### config.mk
export PLATFORM = sky130hd
export DESIGN_NAME = lsu_dmem_ctrl
export DESIGN_NICKNAME = d
export VERILOG_FILES = /design/src/rtl/lsu_dmem_ctrl.sv
export SDC_FILE = /design/constraint.sdc
export NUM_CORES = 1
export LEC_CHECK = 0
export CAP_MARGIN = 20
export CORE_MARGIN = 4
export CORE_UTILIZATION = 43
export DETAILED_ROUTE_END_ITERATION = 6
export GPL_ROUTABILITY_DRIVEN = 0
export PLACE_DENSITY = 0.81
export SLEW_MARGIN = 30
export SYNTH_ARGS = -nofsm -noshare
export SYNTH_HDL_FRONTEND = slang
export SYNTH_SLANG_ARGS = --single-unit
### constraint.sdc
create_clock -name clk -period 2.25 [get_ports clk]
set_input_delay 0.45 -clock clk [delete_from_list [all_inputs] [get_ports clk]]
set_output_delay 0.45 -clock clk [all_outputs]
set_load 0.05 [all_outputs]
### src/rtl/lsu_dmem_ctrl.sv
// MEM-stage load/store controller: one valid/ready data-memory request per ld/st,
// load alignment/extension and pipeline hold. Optional misaligned trap: LSU_MISALIGN_TRAP_EN.
module lsu_dmem_ctrl #(
  parameter int unsigned ADDR_W = 32
) (
  input  logic              clk,
  input  logic              rst,
  input  logic [6:0]        MEM_op,
  input  logic [2:0]        MEM_func3,
  input  logic [ADDR_W-1:0] MEM_cal_out,
  input  logic [31:0]       MEM_rs2_data,
  input  logic              pipe_stall,
  output logic              mem_wait,
  output logic [31:0]       MEM_ld_data,
  output logic              dm_req_valid,
  input  logic              dm_req_ready,
  output logic [ADDR_W-1:0] dm_req_addr,
  output logic [3:0]        dm_req_wstrb,
  output logic [31:0]       dm_req_wdata,
  input  logic              dm_resp_valid,
  input  logic [31:0]       dm_resp_rdata,
  output logic              misalign_exc
);

  localparam int unsigned DATA_W = 32;
  localparam int unsigned STRB_W = 4;
  localparam logic [6:0]  OP_LOAD  = 7'b0000011;
  localparam logic [6:0]  OP_STORE = 7'b0100011;

  typedef enum logic [1:0] {
    S_IDLE = 2'd0,
    S_REQ  = 2'd1,
    S_WAIT = 2'd2,
    S_DONE = 2'd3
  } state_e;

  state_e              state_q, state_d;
  logic                is_ld_q, is_ld_d;
  logic [2:0]          func3_q, func3_d;
  logic [1:0]          off_q, off_d;
  logic                req_valid_q, req_valid_d;
  logic [ADDR_W-1:0]   req_addr_q, req_addr_d;
  logic [STRB_W-1:0]   req_wstrb_q, req_wstrb_d;
  logic [DATA_W-1:0]   req_wdata_q, req_wdata_d;
  logic [DATA_W-1:0]   ld_data_q, ld_data_d;
`ifdef LSU_MISALIGN_TRAP_EN
  logic                misalign_q, misalign_d;
`endif

  logic                is_ld_c, is_st_c, is_mem_c, mis_c;
  logic [1:0]          off_c;
  logic [STRB_W-1:0]   st_strb_c;
  logic [DATA_W-1:0]   st_wdata_c;
  logic [DATA_W-1:0]   rd_shift_c, ld_ext_c;

  assign is_ld_c  = (MEM_op == OP_LOAD);
  assign is_st_c  = (MEM_op == OP_STORE);
  assign is_mem_c = is_ld_c | is_st_c;
  assign off_c    = MEM_cal_out[1:0];

`ifdef LSU_MISALIGN_TRAP_EN
  // Halfwords need an even address, words a 4-byte aligned one.
  assign mis_c = is_mem_c &&
                 (((MEM_func3[1:0] == 2'b01) && off_c[0]) ||
                  (MEM_func3[1] && (off_c != 2'b00)));
`else
  assign mis_c = 1'b0;
`endif

  // Store lane encoding; lanes pushed past byte 3 fall off the top.
  always_comb begin
    st_strb_c  = '0;
    st_wdata_c = '0;
    if (is_st_c) begin
      case (MEM_func3[1:0])
        2'b00: begin
          st_strb_c  = STRB_W'(4'b0001 << off_c);
          st_wdata_c = {4{MEM_rs2_data[7:0]}};
        end
        2'b01: begin
          st_strb_c  = STRB_W'(4'b0011 << off_c);
          st_wdata_c = {2{MEM_rs2_data[15:0]}};
        end
        default: begin
          st_strb_c  = STRB_W'(4'b1111 << off_c);
          st_wdata_c = DATA_W'(MEM_rs2_data << {off_c, 3'b000});
        end
      endcase
    end
  end

  // Load extract from the byte offset captured at issue.
  always_comb begin
    rd_shift_c = dm_resp_rdata >> {off_q, 3'b000};
    case (func3_q)
      3'b000:  ld_ext_c = {{24{rd_shift_c[7]}}, rd_shift_c[7:0]};
      3'b001:  ld_ext_c = {{16{rd_shift_c[15]}}, rd_shift_c[15:0]};
      3'b100:  ld_ext_c = {24'b0, rd_shift_c[7:0]};
      3'b101:  ld_ext_c = {16'b0, rd_shift_c[15:0]};
      default: ld_ext_c = rd_shift_c;
    endcase
  end

  // Next-state and registered-output logic.
  always_comb begin
    state_d     = state_q;
    is_ld_d     = is_ld_q;
    func3_d     = func3_q;
    off_d       = off_q;
    req_valid_d = req_valid_q;
    req_addr_d  = req_addr_q;
    req_wstrb_d = req_wstrb_q;
    req_wdata_d = req_wdata_q;
    ld_data_d   = ld_data_q;
`ifdef LSU_MISALIGN_TRAP_EN
    misalign_d  = misalign_q;
`endif
    case (state_q)
      S_IDLE: begin
        if (is_mem_c) begin
          is_ld_d = is_ld_c;
          func3_d = MEM_func3;
          off_d   = off_c;
          if (mis_c) begin
            state_d   = S_DONE;
            ld_data_d = '0;
`ifdef LSU_MISALIGN_TRAP_EN
            misalign_d = 1'b1;
`endif
          end else begin
            state_d     = S_REQ;
            req_valid_d = 1'b1;
            req_addr_d  = {MEM_cal_out[ADDR_W-1:2], 2'b00};
            req_wstrb_d = st_strb_c;
            req_wdata_d = st_wdata_c;
          end
        end
      end
      S_REQ: begin
        if (dm_req_ready) begin
          req_valid_d = 1'b0;
          state_d     = S_WAIT;
        end
      end
      S_WAIT: begin
        if (dm_resp_valid) begin
          state_d = S_DONE;
          if (is_ld_q) begin
            ld_data_d = ld_ext_c;
          end
        end
      end
      S_DONE: begin
        // Holding here until the pipe moves keeps the same op from re-issuing.
        if (!pipe_stall) begin
          state_d = S_IDLE;
`ifdef LSU_MISALIGN_TRAP_EN
          misalign_d = 1'b0;
`endif
        end
      end
      default: state_d = S_IDLE;
    endcase
  end

  always_ff @(posedge clk) begin
    if (rst) begin
      state_q     <= S_IDLE;
      is_ld_q     <= 1'b0;
      func3_q     <= '0;
      off_q       <= '0;
      req_valid_q <= 1'b0;
      req_addr_q  <= '0;
      req_wstrb_q <= '0;
      req_wdata_q <= '0;
      ld_data_q   <= '0;
`ifdef LSU_MISALIGN_TRAP_EN
      misalign_q  <= 1'b0;
`endif
    end else begin
      state_q     <= state_d;
      is_ld_q     <= is_ld_d;
      func3_q     <= func3_d;
      off_q       <= off_d;
      req_valid_q <= req_valid_d;
      req_addr_q  <= req_addr_d;
      req_wstrb_q <= req_wstrb_d;
      req_wdata_q <= req_wdata_d;
      ld_data_q   <= ld_data_d;
`ifdef LSU_MISALIGN_TRAP_EN
      misalign_q  <= misalign_d;
`endif
    end
  end

  // Stall must reach the pipeline registers in the same cycle the op is seen.
  assign mem_wait = !rst && (((state_q == S_IDLE) && is_mem_c) ||
                             (state_q == S_REQ) || (state_q == S_WAIT));

  assign dm_req_valid = req_valid_q;
  assign dm_req_addr  = req_addr_q;
  assign dm_req_wstrb = req_wstrb_q;
  assign dm_req_wdata = req_wdata_q;
  assign MEM_ld_data  = ld_data_q;
`ifdef LSU_MISALIGN_TRAP_EN
  assign misalign_exc = misalign_q;
`else
  assign misalign_exc = 1'b0;
`endif

endmodule

==> run metrics, run 1 <==
Synth Instances 641; antenna viol nets, final 0; status completed; number of global-route vias before repair 5449; Die ar. ~14000 um2; Final Cell Area 7750 um2; worst hold margin 0.4452 ns; Final Max Slew Viols 0; Synth area leader dfxtp_1; core area 11560 um2; WHS Path Cells 2; worst endpoint required time approximately 1.8 ns; Final Non-Filler Cells 984; hold path start rst; IO Port Bufs 210; Die Span X 117.2 um; TNS Setup 0 ns; Overall Power ~4.2 mW; fin worst setup slack 0.05346 ns; WL/cell approximately 17 um; crit path kind primary input to output pin; Synth Flop Type dfxtp_1; # fillers 972; post-layout min period 2.197 ns; Diodes inserted 0; worst flop-to-flop path endpoint MEM_ld_data[28]; Slew Limit Headroom 44.76%; Worst path top cell family by delay buffers and inverters; Worst-path clk slew 0.07 ns; Worst Skew 0.007543 ns; final hold violations 0; Avg Vias per Cell 5.553; most common cell in the synthesized netlist nand2_1; synth cell count leaders 116 x nand2_1, 107 x dfxtp_1, 97 x a21oi_1; Util after Layout 67.01%; fraction of layout cells with a size suffix above 1 8.442%; Crit path largest cell delay 0.55 ns; crit start category primary input; dpl hpwl 12.93 mm; IR drop worst, VDD 500.6 uV; Least-Margin Pin Slew 0.8286 ns; WP data arrival 1.75 ns; initial core utilization 44.37%; worst r2r path cells 4; DR iter-0 viols about 530; CTS tree done; Mapped Area 5131 um2; top-area cell type share of the netlist area about two fifths; root buf cell clkbuf_16; Skew-Pair Late Insertion Delay roughly 0.34 ns; CP Cell Sequence clkdlybuf4s50_1 -> or4b_4 -> a21oi_4 -> buf_12; first-pass GRT wire length around 27 mm; Post-synth ARST share 0%; Hold EP dm_req_valid; Area Growth Syn to Fin 51.04%; Pleak 2.805 nW; nets 952; placed cells between 900 and 1000; r2r setup slk 0.34 ns; endpoints failing setup 0; maximum level of the CTS H-tree 3; Reg-to-Reg Start off_q[0]; Hold Crit Class primary input to flop; Synth area leaders dfxtp_1 42%, mux2i_1 9.6%, a21oi_1 9.5%; unrepaired setup endpoints after global routing false; mean post-synth cell area 8.005 um2; Rows 39; via count 5464; Buf/Inv on CP 2; number of synthesized flops with an enable pin 0; die height around 120 um; library cells used by synthesis 41; Setup WS pre-CTS -0.2713 ns; WL final 17.19 mm; total global-route track usage 24.17%; Max Buffers Root-to-Sink 2; largest net degree at the start of global routing 78; DRC viols 0; initial antenna violation count 1; Max Cap Viol 0; I/O pin count 214; Synth Warn # 0; Worst setup EP type output pin; Worst path slowest cell or4b_4; final worst path period share 97.62%; register bit total from synthesis 107; final global-route overflow total 0; Crit Path Max Fanout 2; Area after DPL 7453 um2; Max Freq 455.3 MHz; Sink Count 107; First-pass DRT Iterations 6; post-synthesis sequential area ratio 41.75%; power per cell area 544.2 nW/um2; Num CTS Buffers 9
-- power by group --
part / internal, mW / switching, mW / total, mW / leakage (nW)
clock network: 0.854 / 0.689 / 1.54 / 0.134
logic: 0.369 / 0.369 / 0.737 / 1.81
registers: 1.92 / 0.0215 / 1.94 / 0.862
-- cell usage in the layout, fill, tap and decap left out, types with 3 or more instances in the layout --
cell	count
clkdlybuf4s50_1	203
nand2_1	116
dfxtp_1	106
a21oi_1	96
nor2_1	56
mux2i_1	49
o21ai_0	37
buf_4	26
nand3_1	16
nor3_1	11
mux2_2	10
o22ai_1	9
a22oi_1	9
clkbuf_16	9
o211ai_1	8
a21boi_0	8
o2bb2ai_1	7
a211oi_1	6
buf_12	6
nor2b_1	4
dlygate4sd2_1	4
inv_1	3
ha_1	3
conb_1	3
-- worst reg2reg max path, cell delays in order, from the launching register on --
cell and delay, ns:
dfxtp_1 0.44, mux2_2 0.38, mux4_2 0.47, nand2_2 0.29, a211oi_1 0.16
-- what timing repair did --
item                                    in CTS  in global routing
resized for setup                            5                  5
pin swaps                                    3                  2
setup buffers                                1                  0
hold buffers                                 0                  0
endpoints found under the setup margin       1                  1
-- worst max path at each step --
stage | start | end | slack [ns] | cells past startpoint
3_5_place_dp | MEM_op[2] | mem_wait | -0.27 | 5
3_3_place_gp | MEM_op[2] | mem_wait | -0.23 | 5
4_1_cts | MEM_op[4] | mem_wait | 0.007 | 4
6_report | MEM_op[6] | mem_wait | 0.05 | 4
2_1_floorplan | MEM_op[2] | mem_wait | -0.09 | 6
5_1_grt | state_q[1] | mem_wait | 0.008 | 5
-- layer usage --
metal,routed length [um],track usage [%],up-vias
met2,8505,41.70,251
met4,318,8.028,2
met5,13,0,-
li1,-,-,2609
met3,1669,7.249,35
met1,6681,28.64,2567
-- cells by family (layout without fill, tap and decap cells) --
kind of cell | count (synthesis) | in the layout | share of synthesized area (%)
compound gates | 188 | 188 | 21.29
fa+ha+maj | 4 | 4 | 0.9754
buf+inv | 64 | 262 | 5.706
flops | 107 | 107 | 41.75
mux | 60 | 60 | 12.19
other cells | 1 | 3 | 0.07308
simple gates | 217 | 217 | 18.02
-- final cells by class --
type / count / area (um2) / area share [%]
clock buffer: 10 / 229.0 / 2.954
inverter: 6 / 22.52 / 0.2906
multi-input combinational: 472 / 2721 / 35.11
sequential: 107 / 2143 / 27.66
tap: 143 / 178.9 / 2.309
clock inverter: 5 / 55.05 / 0.7104
timing repair buffer: 241 / 2400 / 30.97
-- flip-flops by register name, indices dropped and copies added (netlist names) --
register and cells:
dm_req_wdata 32, dm_req_valid 1, dm_req_addr 30, dm_req_wstrb 4
func3_q 3, MEM_ld_data 32, off_q 2, is_ld_q 1
state_q 2
(Power assumes the default switching activity.)
==> run 2: changes to the inputs <==
- CAP_MARGIN: 20 -> 5
- CORE_MARGIN: 4 -> 2
- MAX_ROUTING_LAYER: not set -> met4
==> run 2 against run 1 <==
  * The run now ends with design-rule violations left
  * Maximum frequency shrank 0.42%
  * First-iteration DRC count shrank 24%
  * Sequential cell count is the same
  * Clock-buffer cell count shrank 1
  * Non-clock buffer count grew 1
  * Core utilization grew 0.63 points
==> run metrics, run 2 (same netlist as run 1, synthesis figures left out) <==
status finished with violations; failing checks design-rule violations; Slew Limit Headroom 60.44%; First-pass DRT Iterations 7; Pleak about 2.8 nW; DRC viols 16; largest net degree at the start of global routing 45; WL/cell 17.25 um; Least-Margin Pin Slew 0.5922 ns; Skew-Pair Late Insertion Delay 0.35 ns; Sink Count approximately 110; Die ar. around 13000 um2; cell internal pwr ~3.2 mW; WL final 17.01 mm; die height 113.2 um; Sw Ratio 26.39%; Worst path top cell family by delay buffers and inverters; I/O pin count 214; Clk pwr share 37.4%; Max Buffers Root-to-Sink 2; root buf cell clkbuf_16; Crit path largest cell delay around 0.55 ns; antenna viol nets, final 0; hold path start dm_req_addr[4]; dpl hpwl 12.56 mm; Max Freq roughly 450 MHz; Final Max Slew Viols 0; Avg Vias per Cell ~5.5; Die Span X 113.2 um; Setup WS pre-CTS -0.2774 ns; first-pass GRT wire length between 20 and 30 mm; CTS tree done; crit path kind primary input to output pin; crit start category primary input; TNS Setup 0 ns; initial core utilization between 40% and 50%; Reg area about 2100 um2; final worst path period share 98.03%; Area Growth Syn to Fin 51.82%; IO Port Bufs 210; Switching Power around 1.1 mW; CP Cell Sequence clkdlybuf4s50_1 -> or4b_4 -> a21oi_4 -> buf_12; worst endpoint required time 1.80 ns; initial antenna violation count 0; DR iter-0 viols 404; Buf/Inv on CP 2; final hold violations 0; post-layout min period 2.206 ns; Worst path slowest cell or4b_4; Diodes inserted 0; Reg-to-Reg Start off_q[1]; total global-route track usage 26.97%; Comb pwr share 17.7%; number of global-route vias before repair 5547; Max Cap Viol 0; worst hold margin 0.4542 ns; Hold Crit Class flop to flop; fin worst setup slack between 0.04 and 0.05 ns; most common cell after layout, fill and taps aside clkdlybuf4s50_1; via count 5471; Seq pwr share between 40 and 50%; Num CTS Buffers 9; maximum level of the CTS H-tree 3; endpoints failing setup 0; nets 953; final global-route overflow total 0; power per cell area 553.0 nW/um2; fraction of layout cells with a size suffix above 1 a little under a tenth; Worst setup EP type output pin; WP data arrival between 1.5 and 2 ns; IR drop worst, VDD 465.3 uV; # fillers 919; Rows 39; unrepaired setup endpoints after global routing false; commonest non-fill, non-tap cells in the layout 202 x clkdlybuf4s50_1, 116 x nand2_1, 105 x dfxtp_1; footprint of the multi-input gates approximately 2700 um2; Worst Setup SP MEM_op[6]; core area between 10000 and 15000 um2; Worst Skew 0.009517 ns; Crit Path Max Fanout 2; Worst-path clk slew 0.07 ns
## run 2: cell types whose count changed in the layout (fill, tap and decap cells not counted), sizes merged
cell | before | now
clkbuf | 10 | 9
dlymetal6s2s | 1 | 0
dlygate4sd2 | 4 | 5
buf | 33 | 35
clkinvlp | 2 | 1
clkdlybuf4s50 | 203 | 202
inv | 5 | 8
## run 2: path summary, 6_finish.rpt
check                         end  slack, ns  cells past startpoint
setup / recovery         mem_wait       0.04                      4
hold / removal     dm_req_addr[4]       0.45                      2
setup reg to reg  MEM_ld_data[28]       0.40                      5
hold reg to reg    dm_req_addr[4]       0.45                      2
## run 2: power groups by stage
stage	registers (mW)	logic (mW)	clock network [mW]
global route	1.94	0.813	1.71
detailed placement	1.98	0.725	0
finish	1.94	0.761	1.61
floorplan	2.02	0.322	0
CTS	1.93	0.731	1.64
global placement	1.98	0.712	0
## run 2: timing repair
action | in CTS | in global routing
setup buffers | 0 | 2
pin swaps | 3 | 3
setup endpoints to repair | 1 | 1
resized for setup | 7 | 6
hold buffers | 0 | 0
## run 2: layer usage
metal | vias to the layer above | GRT usage [%] | wire length, um
met3 | 44 | 6.695 | 1514
met5 | - | - | 0
met1 | 2532 | 31.25 | 6837
li1 | 2614 | - | -
met4 | 0 | 11.22 | 491
met2 | 281 | 44.71 | 8162
## run 2: worst min-delay path, delay by kind of cell (launching register included)
family / cells / cell delay (ns)
AO/OA/AOI/OAI: 1 / 0.05
flip-flops: 1 / 0.31
AND/OR/NAND/NOR: 1 / 0.05
## run 2: area by class of cell
type | instances | share of cell area (%)
multi-input cells | 472 | 35.06
clock inverters | 7 | 0.9476
inverters | 6 | 0.2891
clock buffers | 9 | 2.891
repair buffers | 242 | 30.95
well taps | 143 | 2.297
flip-flops and latches | 107 | 27.56
## run 2: through the flow
step	std cells	utilization, %	area (um2)	total power [mW]
2_1_floorplan	643	-	5150	2.344
3_3_place_gp	968	64.79	7461	2.688
3_5_place_dp	968	64.79	7461	2.702
4_1_cts	984	67.37	7759	4.304
5_1_grt	986	67.64	7790	4.461
6_report	986	67.64	7790	4.308
==> run 3: changes to the inputs <==
- CAP_MARGIN: 5 -> not set
- SKIP_CTS_REPAIR_TIMING: not set -> 1
==> run 3 against run 2 <==
  * The flow still finishes with violations (design-rule violations)
  * Sequential cell count did not move
  * Non-clock buffer count unchanged
  * Register-to-register slack hardly changed
  * Clock-buffer cell count unchanged
  * Power is essentially flat
  * Sequential power hardly changed
  * Highest routed layer unchanged
==> run metrics, run 3 (same netlist as run 1, synthesis figures left out) <==
Crit path largest cell delay between 0.5 and 0.6 ns; Rows 39; maximum level of the CTS H-tree 3; IO Port Bufs 210; Final Non-Filler Cells 986; placed cells 968; largest net degree at the start of global routing 45; Sink Count roughly 110; TNS Setup 0 ns; number of global-route vias before repair 5563; worst endpoint required time around 1.8 ns; initial antenna violation count 0; die height 113.2 um; First-pass DRT Iterations 7; first-pass GRT wire length ~27 mm; Max Freq 454.3 MHz; Overall Power 4.310 mW; total global-route track usage 26.92%; Setup WS pre-CTS -0.2774 ns; fraction of layout cells with a size suffix above 1 9.015%; Worst setup EP type output pin; # fillers 917; dpl hpwl between 10 and 15 mm; Num CTS Buffers 9; Final Max Slew Viols 0; Seq pwr share 44.9%; most common cell after layout, fill and taps aside clkdlybuf4s50_1; crit path kind primary input to output pin; Area after DPL 7461 um2; Worst-path clk slew roughly 0.070 ns; Pleak 2.861 nW; antenna viol nets, final 0; CP Cell Sequence clkdlybuf4s50_1 -> or4b_4 -> a21oi_4 -> buf_12; initial core utilization 44.56%; Max Buffers Root-to-Sink 2; endpoints failing setup 0; Skew-Pair Late Insertion Delay 0.35 ns; I/O pin count around 210; Slew Limit Headroom 59.95%; unrepaired setup endpoints after global routing false; post-layout min period 2.201 ns; Reg area 2145 um2; Crit Path Max Fanout 2; crit start category primary input; commonest non-fill, non-tap cells in the layout 202 x clkdlybuf4s50_1, 116 x nand2_1, 105 x dfxtp_1; Hold Crit Class flop to flop; WL/cell 17.19 um; via count between 5000 and 6000; Max Cap Viol 0; Diodes inserted 0; Sw Ratio between 20% and 30%; core area 11520 um2; footprint of the multi-input gates 2731 um2; Worst Skew 0.009793 ns; Avg Vias per Cell 5.510; Die Span X 113.2 um; status finished with violations; Clk pwr share 37.4%; WL final 16.95 mm; Switching Power around 1.1 mW; cell internal pwr 3.173 mW; IR drop worst, VDD 463.6 uV; final hold violations 0; root buf cell clkbuf_16; Area Growth Syn to Fin 52.13%; Least-Margin Pin Slew between 0.5 and 0.6 ns; Worst path slowest cell or4b_4; Comb pwr share roughly 18%; final global-route overflow total 0; DRC viols 16; CTS tree done; fin worst setup slack 0.04902 ns; failing checks design-rule violations; nets around 950; WP data arrival between 1.5 and 2 ns; final worst path period share 97.82%; Final Cell Area 7806 um2; power per cell area approximately 550 nW/um2; DR iter-0 viols 352; Die ar. 12820 um2
## run 3: routing by layer
layer / vias up / routed length [um] / GRT usage (%)
met2: 267 / 8084 / 44.79
li1: 2612 / - / -
met1: 2506 / 6812 / 30.92
met3: 48 / 1494 / 6.749
met5: - / 0 / -
met4: 0 / 554 / 11.38
## run 3: layout make-up
cell class                 count  area share (%)
multi-input combinational    472           34.99
timing repair buffer         242           31.13
sequential                   107           27.47
clock buffer                   9           2.885
tap                          143           2.292
clock inverter                 7          0.9457
inverter                       6          0.2885
## run 3: final timing paths
check / from / end / slack (ns) / cells after the start
setup / recovery: MEM_op[6] / mem_wait / 0.05 / 4
hold / removal: dm_req_addr[4] / dm_req_addr[4] / 0.45 / 2
setup reg to reg: off_q[1] / MEM_ld_data[29] / 0.40 / 5
hold reg to reg: dm_req_addr[4] / dm_req_addr[4] / 0.45 / 2
## run 3: power groups by stage
stage	Clock, mW	Combinational, mW	Sequential, mW
2_1_floorplan	0	0.322	2.02
3_3_place_gp	0	0.712	1.98
3_5_place_dp	0	0.725	1.98
4_1_cts	1.64	0.734	1.93
5_1_grt	1.71	0.813	1.94
6_report	1.61	0.762	1.94
## run 3: through the flow
step,hold slack [ns],utilization (%)
after floorplan,0.4627,-
after global placement,0.4409,64.79
after detailed placement,0.4467,64.79
after CTS,0.4556,67.38
after global routing,0.4683,67.79
final,0.4542,67.79
## run 3: worst max-delay path, delay by kind of cell
family / cells / cell delay [ns]
AND/OR/NAND/NOR: 1 / 0.52
buffers and inverters: 2 / 0.58
AO/OA/AOI/OAI: 1 / 0.19
==> RTL edit 1 (settings of run 1) <==
Make the reset (`rst`) asynchronous in one clocked block.
--- a/src/rtl/lsu_dmem_ctrl.sv
+++ b/src/rtl/lsu_dmem_ctrl.sv
@@ -163,7 +163,7 @@
     endcase
   end
 
-  always_ff @(posedge clk) begin
+  always_ff @(posedge clk or posedge rst) begin
     if (rst) begin
       state_q     <= S_IDLE;
       is_ld_q     <= 1'b0;
Formal check against the unedited RTL: differs if rst is asserted again (counterexample within 4 cycles, from zero or initial values and one cycle with rst high); with rst held inactive, the same outputs for 4 cycles.
==> RTL edit 1 against run 1 <==
Worst hold slack improved by 0.029 ns. Sequential cell count unchanged. Wire length decreased by 1.0%. Count of clock-buffer cells in the layout increased by 1. Synthesized area increased by 5.8%. Cell area increased by 4.9%. Global-route usage decreased by 0.83 points. Largest cell class is now sequential cells. Clock skew decreased by 0.0016 ns. Cell count decreased by 2.6%. Register-to-register slack about the same. Critical path type unchanged. Worst setup slack improved by 0.015 ns.
Power is not compared: it rests on default switching activity, and its combinational part moved more than twofold at a synthesized area within 25%.
==> RTL edit 1: results (changes against run 1) <==
initial antenna violation count 0 (was 1); Place WS -0.06927 ns (was -0.2713 ns); CTS resizes 2 (was 5); M1 WL 6760 µm (was 6681 µm); dpl cells 941 (was 968); vias in the first global route 5,429 (was 5,449); Worst-Margin Slew 0.5915 ns (was 0.8286 ns); syn_area_per_cell 9.421 µm² (was 8.005 µm²); share of post-route cells with drive strength above 1 8.228% (was 8.442%); dominant synthesized flop cell dfrtp_1 (was dfxtp_1); met3 WL 1450 µm (was 1669 µm); Critical Path AT 1.73 ns (was 1.75 ns); status completed (unchanged); M1 GR Usage 28.32% (was 28.64%); routed vias 5,125 (was 5,464); Hold Crit Class reg -> reg (was in -> reg); GRT met3 Usage 6.595% (was 7.249%); top sig layer met4 (was met5); sequential-to-total area share from yosys stat 49.34% (was 41.75%); dpl cell area 7830 µm² (was 7453 µm²); pin count of the biggest net entering global routing 45 (was 78); total track usage 23.34% (was 24.17%); drt pass-1 iters 5 (was 6); met2 usage 40.50% (was 41.70%); clock skew 0.005962 ns (was 0.007543 ns); total length of routed met2 wires 8449 µm (was 8505 µm)
==> RTL edit 1: cell count changes in the layout (fill, tap and decap cells not counted), sizes merged, moves of 15 or more <==
cell	run 1	this run
a21oi	97	33
dfrtp	0	107
dfxtp	107	0
nand2	117	148
nor2	56	41
o21ai	37	21
o22a	0	16
==> RTL edit 1: critical path, stage by stage <==
cell	delay, ns
clkdlybuf4s50_1	0.44
nor4_4	0.26
nand4_1	0.19
a31oi_2	0.22
buf_12	0.17
==> RTL edit 1: kinds of logic after synthesis <==
group | count (synthesis) | share of synthesized area (%)
simple gates | 235 | 18.28
compound gates | 112 | 13.86
other cells | 1 | 0.06911
mux | 68 | 13.26
fa+ha+maj | 4 | 0.9223
buf+inv | 49 | 4.266
flops | 107 | 49.34
==> RTL edit 1: area by class of cell <==
| cell class | instances | area [µm²] | area share, % |
|---|---|---|---|
| flip-flops and latches | 107 | 2678 | 32.95 |
| clock buffers | 11 | 242.7 | 2.987 |
| multi-input cells | 422 | 2540 | 31.25 |
| well taps | 168 | 210.2 | 2.587 |
| inverters | 6 | 26.28 | 0.3233 |
| repair buffers | 239 | 2394 | 29.45 |
| clock inverters | 5 | 36.28 | 0.4465 |
==> RTL edit 1: worst paths after layout <==
path,startpoint,endpoint,slack [ns],cells after the start
min in group asynchronous,rst,off_q[1]$_DFFE_PP0P_,0.55,2
hold / removal,dm_req_addr[23]$_DFFE_PP0P_,dm_req_addr[23]$_DFFE_PP0P_,0.47,2
hold reg to reg,dm_req_addr[23]$_DFFE_PP0P_,dm_req_addr[23]$_DFFE_PP0P_,0.47,2
setup / recovery,MEM_op[4],mem_wait,0.07,5
max in group asynchronous,rst,dm_req_addr[22]$_DFFE_PP0P_,1.15,3
setup reg to reg,off_q[1]$_DFFE_PP0P_,MEM_ld_data[18]$_DFFE_PP0P_,0.34,6
==> RTL edit 2 (config.mk and constraints of run 1) <==
Without the edit above. The option `LSU_MISALIGN_TRAP_EN` is turned on by a define.
--- a/src/rtl/lsu_dmem_ctrl.sv
+++ b/src/rtl/lsu_dmem_ctrl.sv
@@ -1,5 +1,7 @@
 // MEM-stage load/store controller: one valid/ready data-memory request per ld/st,
 // load alignment/extension and pipeline hold. Optional misaligned trap: LSU_MISALIGN_TRAP_EN.
+`define LSU_MISALIGN_TRAP_EN
+
 module lsu_dmem_ctrl #(
   parameter int unsigned ADDR_W = 32
 ) (
Formal check against the unedited RTL: not equivalent (a bounded check fails within 4 cycles, from zero or initial values and one cycle with rst high).
==> RTL edit 2 against run 1 <==
Wire length rose by 10%. Cell area rose by 8.7%. Worst setup slack improved by 0.071 ns. Die area rose by 7.9%. Maximum frequency rose by 3.3%. Sequential cell count rose by 1. Synthesized area rose by 8.5%. Total power rose by 14%. Largest power group unchanged.
==> RTL edit 2: results (changes against run 1) <==
total track usage 25.36% (was 24.17%); WL final 18,990 µm (was 17,190 µm); Nets 946 (was 952); status completed (unchanged); Via density 5.702 (was 5.553); Mapped Cells 621 (was 641); final std cells w/o fill 1,007 (was 984); HPWL Detailed 14,570 µm (was 12,930 µm); Area contributors post-synth dfxtp_1 (39%), a21oi_1 (7.9%), mux2i_1 (7.2%) (was dfxtp_1 (42%), mux2i_1 (9.6%), a21oi_1 (9.5%)); sequential-to-total area share from yosys stat 38.83% (was 41.75%); Hold Crit Class reg -> reg (was in -> reg); crit path max-delay cell type o41a_4 (was or4b_4); Largest delay share family, worst path compound AO/OA/AOI/OAI gates (was buffers and inverters); Peak VDD IR 482.9 µV (was 500.6 µV); initial antenna violation count 0 (was 1); slew margin rel. 47.92% (was 44.76%); vias in the first global route 5,844 (was 5,449); clock skew 0.007151 ns (was 0.007543 ns); crit path from MEM_op[4] (was MEM_op[6]); synth unique cells 56 (was 41); count of buffers from port buffering 211 (was 210); CP Max Fanout 8 (was 2); RR Startpoint state_q[0]$_SDFFE_PP0P_ (was off_q[0]$_SDFFE_PP0P_); Place WS -0.2079 ns (was -0.2713 ns); Initial DRC Count 418 (was 533); dpl cells 990 (was 968); top cells by count, synth dfxtp_1 (108), nand2_1 (105), a21oi_1 (88) (was nand2_1 (116), dfxtp_1 (107), a21oi_1 (97)); pin count of the biggest net entering global routing 44 (was 78)
-- RTL edit 2: where the power goes --
group / internal (µW) / switching, µW
clock network: 928 / 712
logic: 531 / 681
registers: 1930 / 22.7
-- RTL edit 2: layout make-up --
cell class,instances,area (µm²)
clock inverter,5,58.81
sequential,108,2162
tap,172,215.2
inverter,10,37.54
multi-input combinational,447,3159
timing repair buffer,254,2540
clock buffer,11,252.7
fill,1006,4245
-- RTL edit 2: final timing paths --
kind	slack, ns	endpoint	cells after the start
worst max-delay path	0.12	MEM_ld_data[9]$_SDFFE_PP0P_	6
worst min-delay path	0.46	dm_req_wdata[3]$_SDFFE_PP0P_	2
worst max register to register	0.23	MEM_ld_data[9]$_SDFFE_PP0P_	7
worst min register to register	0.46	dm_req_wdata[3]$_SDFFE_PP0P_	2
-- RTL edit 2: logic make-up after synthesis --
group / synth area share [%]
AOI/OAI and AO/OA: 24.63
and+or+nand+nor: 15.98
DFF: 38.83
buffers and inverters: 5.348
muxes: 13.86
adders and majority gates: 1.124
other: 0.06735
xor gates and xnor gates: 0.1573
-- RTL edit 2: what timing repair did --
item	in CTS	in global routing
endpoints found under the setup margin	1	9
endpoints found under the hold margin	0	0
setup buffers	1	0
pin swaps	1	0
gates resized for setup	1	3
-- RTL edit 2: per-layer routing --
layer  up-vias  part of all wire, %  routed length [µm]  track usage [%]
met3        41                  9.6                1819            8.914
li1       2688                    -                   -                -
met4         0                  2.5                 480            9.664
met5         -                    0                   0                0
met2       253                   49                9244            42.20
met1      2760                   39                7446            30.13
-- RTL edit 2: worst reg2reg max path: cells and delay by family (launching register included) --
family	cells	cell delay (ns)
buffers and inverters	2	0.39
and+or+nand+nor	1	0.13
adders and majority gates	1	0.28
DFF	1	0.39
AOI/OAI and AO/OA	3	0.76
